[config.mk]
export PLATFORM = sky130hd
export DESIGN_NAME = quad_param_ctrl
export DESIGN_NICKNAME = d
export VERILOG_FILES = /design/src/rtl/quad_param_ctrl.sv
export SDC_FILE = /design/constraint.sdc
export NUM_CORES = 1
export LEC_CHECK = 0
export CAP_MARGIN = 20
export CORE_ASPECT_RATIO = 0.8
export CORE_MARGIN = 3
export CORE_UTILIZATION = 55
export CTS_CLUSTER_DIAMETER = 200
export DETAILED_ROUTE_END_ITERATION = 12
export PLACE_DENSITY = 0.75
export SLEW_MARGIN = 20
export SYNTH_ARGS = -nofsm -noshare
export SYNTH_HDL_FRONTEND = slang
export SYNTH_SLANG_ARGS = --single-unit
[constraint.sdc]
create_clock -name clk -period 5.3 [get_ports clk]
set_clock_uncertainty 0.15 [all_clocks]
set_input_delay 1.325 -clock clk [delete_from_list [all_inputs] [get_ports clk]]
set_output_delay 1.325 -clock clk [all_outputs]
set_load 0.005 [all_outputs]
[src/rtl/quad_param_ctrl.sv]
// Quadrature-encoder controller: synchronises and debounces the encoder pins, decodes 4x quadrature,
// divides into detents and applies saturating coarse/fine steps to a frequency or amplitude setting.
module quad_param_ctrl #(
  parameter int WIDTH             = 11,
  parameter int FREQ_MIN          = 1,
  parameter int FREQ_MAX          = 1000,
  parameter int AMP_MIN           = 0,
  parameter int AMP_MAX           = 1000,
  parameter int FREQ_INIT         = 440,
  parameter int AMP_INIT          = 500,
  parameter int SYNC_STAGES       = 2,
  parameter int DEB_CYCLES        = 4,
  parameter int COUNTS_PER_DETENT = 4,
  parameter int STEP_COARSE       = 10
) (
  input  logic             clk,
  input  logic             rst_n,
  input  logic             switch,
  input  logic             coarse,
  input  logic             ch_a,
  input  logic             ch_b,
  output logic [WIDTH-1:0] freq,
  output logic [WIDTH-1:0] amp,
  output logic             freq_at_min,
  output logic             freq_at_max,
  output logic             amp_at_min,
  output logic             amp_at_max,
  output logic             step_pulse,
  output logic             err_pulse
);

  localparam int WX = WIDTH + 1;
  localparam int CW = (DEB_CYCLES > 1) ? $clog2(DEB_CYCLES) : 1;
  localparam int AW = $clog2(COUNTS_PER_DETENT + 1) + 1;
  localparam logic [CW-1:0]        DEB_LAST = CW'(DEB_CYCLES - 1);
  localparam logic signed [AW-1:0] ACC_TOP  = AW'(COUNTS_PER_DETENT - 1);
  localparam logic signed [AW-1:0] ACC_BOT  = AW'(1 - COUNTS_PER_DETENT);
  localparam logic [WIDTH-1:0] F_MIN  = WIDTH'(FREQ_MIN);
  localparam logic [WIDTH-1:0] F_MAX  = WIDTH'(FREQ_MAX);
  localparam logic [WIDTH-1:0] A_MIN  = WIDTH'(AMP_MIN);
  localparam logic [WIDTH-1:0] A_MAX  = WIDTH'(AMP_MAX);
  localparam logic [WIDTH-1:0] F_INIT = WIDTH'(FREQ_INIT);
  localparam logic [WIDTH-1:0] A_INIT = WIDTH'(AMP_INIT);

  function automatic logic [1:0] quad_next(input logic [1:0] s);
    case (s)
      2'b00:   quad_next = 2'b10;
      2'b10:   quad_next = 2'b11;
      2'b11:   quad_next = 2'b01;
      default: quad_next = 2'b00;
    endcase
  endfunction

  logic [3:0]             sync_r [SYNC_STAGES];
  logic [1:0]             filt_r;
  logic [CW-1:0]          deb_cnt_r [2];
  logic [1:0]             prev_r;
  logic                   first_seen_r;
  logic                   sw_prev_r;
  logic signed [AW-1:0]   acc_r;
  logic                   step_up_r, step_dn_r, step_freq_r, step_big_r;
  logic [WIDTH-1:0]       freq_r, amp_r;
  logic                   freq_min_r, freq_max_r, amp_min_r, amp_max_r;
  logic                   step_pulse_r, err_pulse_r;

  logic                   sw_s, co_s;
  logic [1:0]             raw_ab_s;
  logic                   fwd_s, rev_s, ill_s, moved_s, sel_change_s;
  logic                   issue_up_s, issue_dn_s;
  logic signed [AW-1:0]   acc_nxt_s;
  logic [WIDTH-1:0]       cur_s, lo_s, hi_s, inc_s, new_s, freq_nxt_s, amp_nxt_s;
  logic [WX-1:0]          sum_s, floor_s;

  assign sw_s     = sync_r[SYNC_STAGES-1][3];
  assign co_s     = sync_r[SYNC_STAGES-1][2];
  assign raw_ab_s = sync_r[SYNC_STAGES-1][1:0];

  // Synchroniser chains for {switch, coarse, ch_a, ch_b}
  always_ff @(posedge clk or negedge rst_n) begin
    if (!rst_n) begin
      for (int i = 0; i < SYNC_STAGES; i++) sync_r[i] <= 4'b0000;
    end else begin
      sync_r[0] <= {switch, coarse, ch_a, ch_b};
      for (int i = 1; i < SYNC_STAGES; i++) sync_r[i] <= sync_r[i-1];
    end
  end

  // Independent debounce per channel; any agreement with the filtered level restarts the count
  always_ff @(posedge clk or negedge rst_n) begin
    if (!rst_n) begin
      filt_r <= 2'b00;
      for (int i = 0; i < 2; i++) deb_cnt_r[i] <= '0;
    end else begin
      for (int i = 0; i < 2; i++) begin
        if (raw_ab_s[i] == filt_r[i]) begin
          deb_cnt_r[i] <= '0;
        end else if (deb_cnt_r[i] == DEB_LAST) begin
          filt_r[i]    <= raw_ab_s[i];
          deb_cnt_r[i] <= '0;
        end else begin
          deb_cnt_r[i] <= deb_cnt_r[i] + CW'(1);
        end
      end
    end
  end

  // Decode the filtered {A,B} move and decide the accumulator update / step issue
  always_comb begin
    moved_s      = (filt_r != prev_r);
    sel_change_s = (sw_s != sw_prev_r);
    fwd_s        = 1'b0;
    rev_s        = 1'b0;
    ill_s        = 1'b0;
    issue_up_s   = 1'b0;
    issue_dn_s   = 1'b0;
    acc_nxt_s    = acc_r;
    if (moved_s && first_seen_r) begin
      if (filt_r == quad_next(prev_r))      fwd_s = 1'b1;
      else if (prev_r == quad_next(filt_r)) rev_s = 1'b1;
      else                                  ill_s = 1'b1;
    end else begin
      fwd_s = 1'b0;
    end
    // A select change wins over a completing detent so nothing lands on the newly chosen target
    if (sel_change_s || ill_s) begin
      acc_nxt_s = '0;
    end else if (fwd_s) begin
      if (acc_r == ACC_TOP) begin
        issue_up_s = 1'b1;
        acc_nxt_s  = '0;
      end else begin
        acc_nxt_s = acc_r + AW'(1);
      end
    end else if (rev_s) begin
      if (acc_r == ACC_BOT) begin
        issue_dn_s = 1'b1;
        acc_nxt_s  = '0;
      end else begin
        acc_nxt_s = acc_r - AW'(1);
      end
    end else begin
      acc_nxt_s = acc_r;
    end
  end

  // Decoder history, detent accumulator and the issued-step register
  always_ff @(posedge clk or negedge rst_n) begin
    if (!rst_n) begin
      prev_r       <= 2'b00;
      first_seen_r <= 1'b0;
      sw_prev_r    <= 1'b0;
      acc_r        <= '0;
      step_up_r    <= 1'b0;
      step_dn_r    <= 1'b0;
      step_freq_r  <= 1'b0;
      step_big_r   <= 1'b0;
      err_pulse_r  <= 1'b0;
    end else begin
      prev_r       <= filt_r;
      first_seen_r <= first_seen_r | moved_s;
      sw_prev_r    <= sw_s;
      acc_r        <= acc_nxt_s;
      step_up_r    <= issue_up_s;
      step_dn_r    <= issue_dn_s;
      step_freq_r  <= sw_s;
      step_big_r   <= co_s;
      err_pulse_r  <= ill_s;
    end
  end

  // Saturating step arithmetic, one bit wider than the settings so nothing wraps
  always_comb begin
    cur_s      = step_freq_r ? freq_r : amp_r;
    lo_s       = step_freq_r ? F_MIN : A_MIN;
    hi_s       = step_freq_r ? F_MAX : A_MAX;
    inc_s      = step_big_r ? WIDTH'(STEP_COARSE) : WIDTH'(1);
    sum_s      = {1'b0, cur_s} + {1'b0, inc_s};
    floor_s    = {1'b0, lo_s} + {1'b0, inc_s};
    new_s      = cur_s;
    freq_nxt_s = freq_r;
    amp_nxt_s  = amp_r;
    if (step_up_r) begin
      if (sum_s > {1'b0, hi_s}) new_s = hi_s;
      else                      new_s = sum_s[WIDTH-1:0];
    end else if (step_dn_r) begin
      if ({1'b0, cur_s} < floor_s) new_s = lo_s;
      else                         new_s = cur_s - inc_s;
    end else begin
      new_s = cur_s;
    end
    if ((step_up_r || step_dn_r) && step_freq_r) begin
      freq_nxt_s = new_s;
    end else if (step_up_r || step_dn_r) begin
      amp_nxt_s = new_s;
    end else begin
      freq_nxt_s = freq_r;
    end
  end

  // Setting registers with their limit flags and the step pulse
  always_ff @(posedge clk or negedge rst_n) begin
    if (!rst_n) begin
      freq_r       <= F_INIT;
      amp_r        <= A_INIT;
      freq_min_r   <= (F_INIT == F_MIN);
      freq_max_r   <= (F_INIT == F_MAX);
      amp_min_r    <= (A_INIT == A_MIN);
      amp_max_r    <= (A_INIT == A_MAX);
      step_pulse_r <= 1'b0;
    end else begin
      freq_r       <= freq_nxt_s;
      amp_r        <= amp_nxt_s;
      freq_min_r   <= (freq_nxt_s == F_MIN);
      freq_max_r   <= (freq_nxt_s == F_MAX);
      amp_min_r    <= (amp_nxt_s == A_MIN);
      amp_max_r    <= (amp_nxt_s == A_MAX);
      step_pulse_r <= step_up_r | step_dn_r;
    end
  end

  assign freq        = freq_r;
  assign amp         = amp_r;
  assign freq_at_min = freq_min_r;
  assign freq_at_max = freq_max_r;
  assign amp_at_min  = amp_min_r;
  assign amp_at_max  = amp_max_r;
  assign step_pulse  = step_pulse_r;
  assign err_pulse   = err_pulse_r;

endmodule

==> impl_metrics.toml <==
[run_status]
status = "finished, final reports clean"

[finish]
finish.utilization_pct = 65.68
area_growth_pct = 14.08
drive_gt1_share_pct = 12.93
diodes = 0
final_nets = 401

[critical_path]
crit_type = "register to register"
critPathBufInv = 1
r2r_cells = 12
cp-startpoint = "step_freq_r"
cp_num_cells = 12
critPathLaunchType = "register"
setup.worst_path.end = "amp_at_max"
regToRegEndpoint = "amp_at_max"
end_kind = "register"
crit_slowest_cell = "dfrtp_1"
crit_required_ns = 5.38
cp_max_fo = 12
cp.arrival_ns = 4.37
timing.rr.start = "step_freq_r"
rrSetupSlack_ns = 1.01
cp_cell_sequence = "mux2_2, ha_1, inv_1, fa_1, o21bai_1, o21ai_2, o32a_1, o22a_1, o311ai_1, a32oi_1, or4_1, nor4_2"
cp_top_family = "compound AO/OA/AOI/OAI gates"
slowest_delay_ns = 0.65

[pwr]
ir_drop_mv = 0.2313
leakagePower_uw = 0.001599
power.density_nw_per_um2 = 397.8
total_power_uw = 1561

[sta]
hold_viol_final = 0
drv_slew = 0
relSlewSlack_pct = 51.96
fin_ws_ns = 1.013
worst_pin_slew_ns = 0.7113
finalCritPeriodShare_pct = 80.89
hold_ws_ns = 0.2045
final.setup.tns_ns = 0
setup_viol = 0
rsz0062_at_grt = "false"
fmax_mhz = 233.2
fin_crit_ns = 4.287

[grt]
antenna_found_initial = 0
grt_usage_pct = 27.27
grt_pass1_wl_um = 15310
grt_max_degree = 54
grt_pass1_vias = 2877
grt_overflow = 0

[routing]
viasPerCell = 6.696
drt_iter0_drc = 403
drc = 0
drt-pass1-iter-count = 5
detail_route.wl_per_cell_um = 20.41
antenna_left = 0
routed_wl_um = 9390
num_vias = 3080

[hold_path]
hold_start = "sync_r[7]"
hold_path.class = "register to register"

[yosys]
ys_async_sr_fraction_pct = 100.0
syn_inst = 350
synth_top_area_share_pct = 30.56
synth_top_flop_cell = "dfrtp_1"
yosysUniqueCellTypes = 75
synth_area_leader_cell = "dfrtp_1"
synth.area.top_cells = "dfrtp_1 (31%), dfstp_2 (8.4%), ha_1 (5.5%), mux2_2 (3.3%), nor2_1 (2.8%)"
yosys_register_bits = 53
synth-edff-count = 0
avgSynthCellArea_um2 = 9.827
synth_area_um2 = 3440
yosysWarnings = 0
ys_seq_area_share_pct = 38.96
synth_nets = 373

[clocking]
cts.sinks = 53
cts_setup_buffers = 0
cts_buffer_depth = 2
clk_latency_ns = 0.32
post_cts_resized = 0
tritoncts = "yes"
holdBufCountCts = 0
htree_levels = 2
clk_pin_slew_ns = 0.10
cts_root_buffer = "clkbuf_8"
cts_buffers = 5

[job]
cap_violations = 0

[placed_design]
io_buffer_count = 33
place_congestion = 1.030
detailed_place_hpwl_um = 6785
place_ws_ns = 1.088

[floorplanning]
rows = 25
core_um2 = 5974
start_util_pct = 57.57
io_pins = 34
die_x_um = 94.42
die_h_um = 76.73
die_area_um2 = 7244
==> stage by stage <==
step / cell area [um2] / std cells
after floorplan: 3440 / 350
after global placement: 3800 / 452
after detailed placement: 3800 / 452
after CTS: 3924 / 460
after global routing: 3924 / 460
final: 3924 / 460
==> power by group <==
part,switching (uW),leakage [uW],internal (uW)
registers,103,0.000652,497
logic,354,0.000884,300
clock network,150,0.0000633,157
total,607,0.00160,954
==> placed cells by master, fill, tap and decap left out, types with 5 or more instances in the layout <==
master	instances
nand3_1	8
clkbuf_8	6
xor2_1	5
nor2_1	26
o21ai_0	12
and2_1	8
nand2_1	18
inv_1	19
a21oi_1	13
mux2i_1	9
dfrtp_1	42
dfstp_2	11
a31oi_1	11
xnor2_1	10
nor2b_1	6
mux2_2	10
or3_1	7
nand4_1	5
clkdlybuf4s50_1	32
ha_1	15
nor3_1	12
nor4_1	5
==> cell usage after synthesis, drive strengths merged, types with 2 or more instances <==
master,n
a32oi,3
or3,7
o21ai,14
clkbuf,8
a22oi,2
nand4b,4
buf,6
nor3b,3
o311ai,2
nand2b,2
nor4,7
o21a,2
a221oi,3
or2,2
inv,20
ha,15
nor2b,6
and4,2
fa,2
o31ai,4
o22a,4
dfstp,11
o2111ai,3
a41oi,3
nand3,9
and3,4
mux2,10
nand4,5
nand2,18
nor2,26
and2,8
o211ai,5
mux2i,10
a21oi,13
dfrtp,42
or4,5
xnor2,10
nor3,12
a31oi,13
xor2,5
==> how the worst min path moves through the flow <==
stage                  end  slack (ns)  cells past startpoint
2_1_floorplan         co_s        0.18                      0
3_3_place_gp   raw_ab_s[1]        0.18                      0
5_1_grt         step_big_r        0.23                      0
6_report              sw_s        0.20                      0
4_1_cts               sw_s        0.21                      0
3_5_place_dp          sw_s        0.19                      0
==> final cells by class <==
type	instances	area (um2)
Clock buffer	6	82.58
Clock inverter	2	41.29
Fill cell	487	2051
Inverter	21	78.83
Multi-Input combinational cell	262	1939
Sequential cell	53	1340
Tap cell	81	101.3
Timing Repair Buffer	35	340.3
==> registers in the layout (all words and copies together) (netlist names), 2 cells and up <==
signal and cells:
sync_r 4, prev_r 2, raw_ab_s 2, freq 11
deb_cnt_r 4, filt_r 2, amp 11, acc_r 4
==> per-layer routing <==
layer  GRT usage, %  up-vias  share of wire [%]
met4          8.947        0                3.1
met2          36.83      192                 42
met3          5.980       49                 10
met5              0        -                  0
met1          42.96     1467                 45
li1               -     1372                  -
==> kinds of logic (layout without fill, tap and decap cells) <==
| group | Yosys count | count (layout) | synth area share, % |
|---|---|---|---|
| simple gates | 124 | 124 | 20.44 |
| compound gates | 86 | 86 | 18.95 |
| flops | 53 | 53 | 38.96 |
| buf+inv | 35 | 64 | 4.656 |
| mux | 20 | 20 | 6.548 |
| fa+ha+maj | 17 | 17 | 6.621 |
| xor+xnor | 15 | 15 | 3.819 |
(Power assumes the default switching activity.)
==> RTL change 1 (same flow settings) <==
Set the parameter `STEP_COARSE` to 5 (it was 10).
--- a/src/rtl/quad_param_ctrl.sv
+++ b/src/rtl/quad_param_ctrl.sv
@@ -11,7 +11,7 @@
   parameter int SYNC_STAGES       = 2,
   parameter int DEB_CYCLES        = 4,
   parameter int COUNTS_PER_DETENT = 4,
-  parameter int STEP_COARSE       = 10
+  parameter int STEP_COARSE       = 5
 ) (
   input  logic             clk,
   input  logic             rst_n,
Formal check against the unedited RTL: no difference found for any inputs over 10 cycles, from zero or initial values and one cycle with rst_n low; that may be too few to reach the edited logic, so the function may still have changed.
==> RTL change 1 against the unedited design <==
  * Clock power fell by 18%
  * Design area fell by 4.5%
  * Sequential share of layout area rose by 1.6 points
  * Wire length fell by 11%
  * Fmax rose by 10%
  * Worst hold slack improved by 0.0032 ns
  * Total power fell by 3.9%
  * Critical path depth fell by 2
  * Combinational power fell by 2%
  * First-iteration DRC count fell by 39%
  * Setup slack improved by 0.40 ns
  * Global-route usage fell by 2.0 points
  * Sequential cell count did not move
  * Synthesized area fell by 5.2%
  * Critical path type unchanged
==> RTL change 1: results (changes against the unedited design) <==
metric,value,unit,change
status,completed,,
cts_root_buf,clkbuf_8,,
num_vias,2826,,-8.2%
hold_path.class,flop to flop,,
grt_max_degree,46,,-15%
first_pass_iters,5,,unchanged
crit_family,simple AND/OR/NAND/NOR gates,,
antenna_cells,0,,unchanged
synth_area_leaders,"dfrtp_1 (32%), dfstp_2 (8.9%), ha_1 (3.5%)",,
grt_pass1_wl,13400,um,-13%
hp-start,co_s,,
drive_above_1_share,0.108,,-0.0215
hold_slack,0.208,ns,+0.00322 ns
cts_buffers,5,,unchanged
grt_usage,0.252,,-0.0205
antenna_found_initial,0,,unchanged
cts_buffer_depth,2,,unchanged
drt-total-wl,8310,um,-11%
grt_pass1_vias,2597,,-9.7%
setup_viol,0,,unchanged
cts_htree_levels,2,,unchanged
synth_ff_type,dfrtp_1,,
cp_slowest_cell,or4_1,,
finalNetCount,385,,-4.0%
synth-seq-area-share,0.411,,+0.0215
cts_resized,0,,unchanged
hpwl,6210,um,-8.4%
path_clk_slew,0.11,ns,
placed_cell_area,3650,um^2,-4.0%
cts_setup_buffers,0,,unchanged
nFillCells,476,,-2.3%
synth.distinct_cells,64,,-15%
holdPathStages,0,,unchanged
yosys_warnings,0,,unchanged
crit_path_max_incr_delay,0.54,ns,-0.11 ns
synth_fp_nets,353,,-5.4%
r2r_start,step_freq_r,,
r2r_end,amp_at_max,,
place_ws,1.52,ns,+0.427 ns
max_slew_margin,0.425,,-0.0948
drt_iter0_markers,244,,-39%
synth_commonest_cells,"dfrtp_1 (42), nor2_1 (25), nand2_1 (24), o21ai_0 (15)",,
p_leak,0.00159,uW,-0.61%
holdPathEnd,step_big_r,,
crit_fanout,9,,-3
clock_latency,0.32,ns,about the same
synthArstFlopShare,1.00,,unchanged
portBuffers,33,,unchanged
vdd_drop_max,0.000327,V,+41%
reg2reg_depth,10,,-2
gp_congestion,0.906,,-12%
-- RTL change 1: cell types whose count changed after synthesis, sizes merged, moves of 5 or more --
| cell | change |
|---|---|
| mux2 | -5 |
| ha | -6 |
| nand2 | +6 |
| a31oi | -10 |
| inv | -6 |
| o211ai | -5 |
-- RTL change 1: final cells by class --
cell class,count,area share
inverter,14,0.0140
clock buffer,6,0.0220
timing repair buffer,35,0.0908
sequential,53,0.358
clock inverter,2,0.00434
tap,78,0.0260
multi-input combinational,261,0.485
-- RTL change 1: power by group --
part	internal, uW	switching (uW)	leakage (uW)
clock network	108	144	0.0000478
logic	313	330	0.000900
registers	500	106	0.000641
-- RTL change 1: logic make-up after synthesis --
group | count (synthesis) | share of synthesized area
AND/OR/NAND/NOR | 132 | 0.228
AO/OA/AOI/OAI | 87 | 0.200
flip-flops | 53 | 0.411
buffers and inverters | 24 | 0.0311
XOR/XNOR | 19 | 0.0511
multiplexers | 14 | 0.0449
adder cells (fa/ha/maj) | 9 | 0.0345
-- RTL change 1: layer usage --
metal  up-vias  track usage  wire length, um  part of all wire
met5         -            0                0                 0
met4         0       0.0610              122             0.015
met3        16       0.0569              650             0.078
met2       135        0.412             3780              0.45
met1      1360        0.349             3760              0.45
li1       1315            -                -                 -
-- RTL change 1: worst reg2reg max path: cells and delay by family (launching register included) --
kind,cells,cell delay [ns]
flip-flops,1,0.37
AND/OR/NAND/NOR,4,1.42
adder cells (fa/ha/maj),1,0.45
XOR/XNOR,1,0.21
multiplexers,1,0.36
AO/OA/AOI/OAI,3,0.85
-- RTL change 1: per-stage QoR --
stage,util,std cells
floorplan,-,338
global placement,0.653,441
detailed placement,0.653,441
CTS,0.671,449
global route,0.671,449
finish,0.671,449
-- RTL change 1: worst max path at each step --
| stage | startpoint | endpoint | slack [ns] |
|---|---|---|---|
| finish | step_freq_r | amp_at_max | 1.42 |
| global route | step_freq_r | amp_at_max | 1.26 |
| CTS | step_freq_r | amp_at_max | 1.46 |
| detailed placement | step_freq_r | amp_at_max | 1.52 |
| global placement | step_freq_r | freq_at_max | 1.53 |
| floorplan | step_freq_r | freq_at_max | 1.05 |
==> RTL change 2 (same settings) <==
Made on the original files. Register the inputs `switch`, `coarse`, `ch_a` and `ch_b` before use, cleared by the reset. The logic sees them one clock later.
--- a/src/rtl/quad_param_ctrl.sv
+++ b/src/rtl/quad_param_ctrl.sv
@@ -42,6 +42,25 @@
   localparam logic [WIDTH-1:0] F_INIT = WIDTH'(FREQ_INIT);
   localparam logic [WIDTH-1:0] A_INIT = WIDTH'(AMP_INIT);
 
+  logic switch_q;
+  logic coarse_q;
+  logic ch_a_q;
+  logic ch_b_q;
+
+  always_ff @(posedge clk or negedge rst_n) begin
+    if (!rst_n) begin
+      switch_q <= '0;
+      coarse_q <= '0;
+      ch_a_q   <= '0;
+      ch_b_q   <= '0;
+    end else begin
+      switch_q <= switch;
+      coarse_q <= coarse;
+      ch_a_q   <= ch_a;
+      ch_b_q   <= ch_b;
+    end
+  end
+
   function automatic logic [1:0] quad_next(input logic [1:0] s);
     case (s)
       2'b00:   quad_next = 2'b10;
@@ -80,7 +99,7 @@
     if (!rst_n) begin
       for (int i = 0; i < SYNC_STAGES; i++) sync_r[i] <= 4'b0000;
     end else begin
-      sync_r[0] <= {switch, coarse, ch_a, ch_b};
+      sync_r[0] <= {switch_q, coarse_q, ch_a_q, ch_b_q};
       for (int i = 1; i < SYNC_STAGES; i++) sync_r[i] <= sync_r[i-1];
     end
   end
Behaviour: no difference found for any inputs over 10 cycles, from zero or initial values and one cycle with rst_n low; that may be too few to reach the edited logic, so the function may still have changed.
==> RTL change 2 against the unedited design <==
  * Setup slack worse by 0.25 ns
  * Critical endpoint unchanged
  * Wire length down 8.2%
  * Sequential cell count up 4
  * Total power up 6.9%
  * Synthesized cell count up 0.86%
  * Synthesized area up 0.76%
  * Sequential power up 4.8%
  * Design area up 3.0%
  * Highest routed layer unchanged
==> RTL change 2: results (changes against the unedited design) <==
metric,value,unit,change
antenna_found_initial,0,,unchanged
hold_path.class,flop to flop,,
finalNetCount,414,,+3.2%
grt_overflow,0,,unchanged
via_per_inst,6.16,,-8.1%
path_clk_slew,0.07,ns,-0.03 ns
first_pass_iters,6,,+1
yosys_warnings,0,,unchanged
p_leak,0.00174,uW,+8.8%
setup_viol,0,,unchanged
cts_resized,0,,unchanged
max_slew_margin,0.334,,-0.185
grt_pass1_wl,14300,um,-6.7%
synth_commonest_cells,"dfrtp_1 (46), nand2_1 (36), nor2_1 (26), o21ai_0 (19)",,
antenna_cells,0,,unchanged
place_ws,0.866,ns,-0.223 ns
nFillCells,460,,-5.5%
crit_path_max_incr_delay,0.71,ns,+0.06 ns
synthArstFlopShare,1.00,,unchanged
status,completed,,
synth_area_leaders,"dfrtp_1 (33%), dfstp_2 (8.3%), ha_1 (5.4%)",,
drt-total-wl,8620,um,-8.2%
grt_max_degree,58,,+7.4%
cts_setup_buffers,0,,unchanged
cp_slowest_cell,dfrtp_1,,
synth-seq-area-share,0.416,,+0.0259
drt_iter0_markers,238,,-41%
synth_xor_area_frac,0.0455,,+0.00729
vdd_drop_max,0.000257,V,+11%
synth_adder_area_share,0.0657,,-0.000502
cts_root_buf,clkbuf_8,,
cts_htree_levels,3,,+1
cts_buffers,9,,+4
avgSynthCellArea,9.82,um^2,about the same
grt_pass1_vias,2757,,-4.2%
arrival,4.61,ns,+0.24 ns
placed_cell_area,3870,um^2,+1.7%
grt_usage,0.255,,-0.0180
num_vias,2936,,-4.7%
gp_congestion,0.980,,-4.8%
hpwl,6370,um,-6.1%
drive_above_1_share,0.134,,+0.00455
cts_buffer_depth,2,,unchanged
p_switching,646,uW,+6.4%
clock_latency,0.33,ns,
crit_fanout,14,,+2
synth_compound_area_frac,0.168,,-0.0213
synth.distinct_cells,70,,-6.7%
synth_fp_nets,376,,+0.80%
crit_family,simple AND/OR/NAND/NOR gates,,
yosys-mux-area-fraction,0.0560,,-0.00952
placedCellCount,461,,+2.0%
## RTL change 2: cell count changes in the layout (fill, tap and decap cells not counted), sizes merged, moves of 5 or more
| cell | before | now |
|---|---|---|
| xor2 | 5 | 10 |
| nand2 | 18 | 36 |
| a31oi | 13 | 4 |
| clkbuf | 6 | 12 |
| o21ai | 14 | 20 |
| a21oi | 13 | 18 |
| and2 | 8 | 3 |
| o22ai | 1 | 7 |
## RTL change 2: path summary, 6_finish.rpt
kind / startpoint / to / slack, ns / cells after the start
setup / recovery: step_freq_r / amp_at_max / 0.76 / 14
hold / removal: sync_r[7] / sw_s / 0.19 / 0
setup reg to reg: step_freq_r / amp_at_max / 0.76 / 14
hold reg to reg: sync_r[7] / sw_s / 0.19 / 0
max in group asynchronous: rst_n / step_big_r / 3.57 / 2
min in group asynchronous: rst_n / amp_at_min / 0.96 / 2
## RTL change 2: metal layers
| metal | vias up | share of wire | GRT usage |
|---|---|---|---|
| met5 | - | 0 | 0 |
| met2 | 161 | 0.41 | 0.323 |
| li1 | 1373 | - | - |
| met1 | 1387 | 0.48 | 0.413 |
| met4 | 0 | 0.013 | 0.0720 |
| met3 | 15 | 0.097 | 0.0745 |
## RTL change 2: power by group through the flow
| stage | Clock [uW] | Combinational (uW) | Sequential, uW |
|---|---|---|---|
| finish | 355 | 684 | 630 |
| global route | 388 | 750 | 643 |
| CTS | 364 | 674 | 628 |
| detailed placement | 0 | 669 | 635 |
| global placement | 0 | 651 | 636 |
| floorplan | 0 | 469 | 607 |
## RTL change 2: cell type report
class                           count  area, um^2  area share
Clock buffer                       12         145      0.0359
Clock inverter                      4        28.8     0.00712
Inverter                           17        66.3      0.0164
Multi-Input combinational cell    271        1920       0.475
Sequential cell                    57        1440       0.356
Tap cell                           81         101      0.0251
Timing Repair Buffer               35         340      0.0842
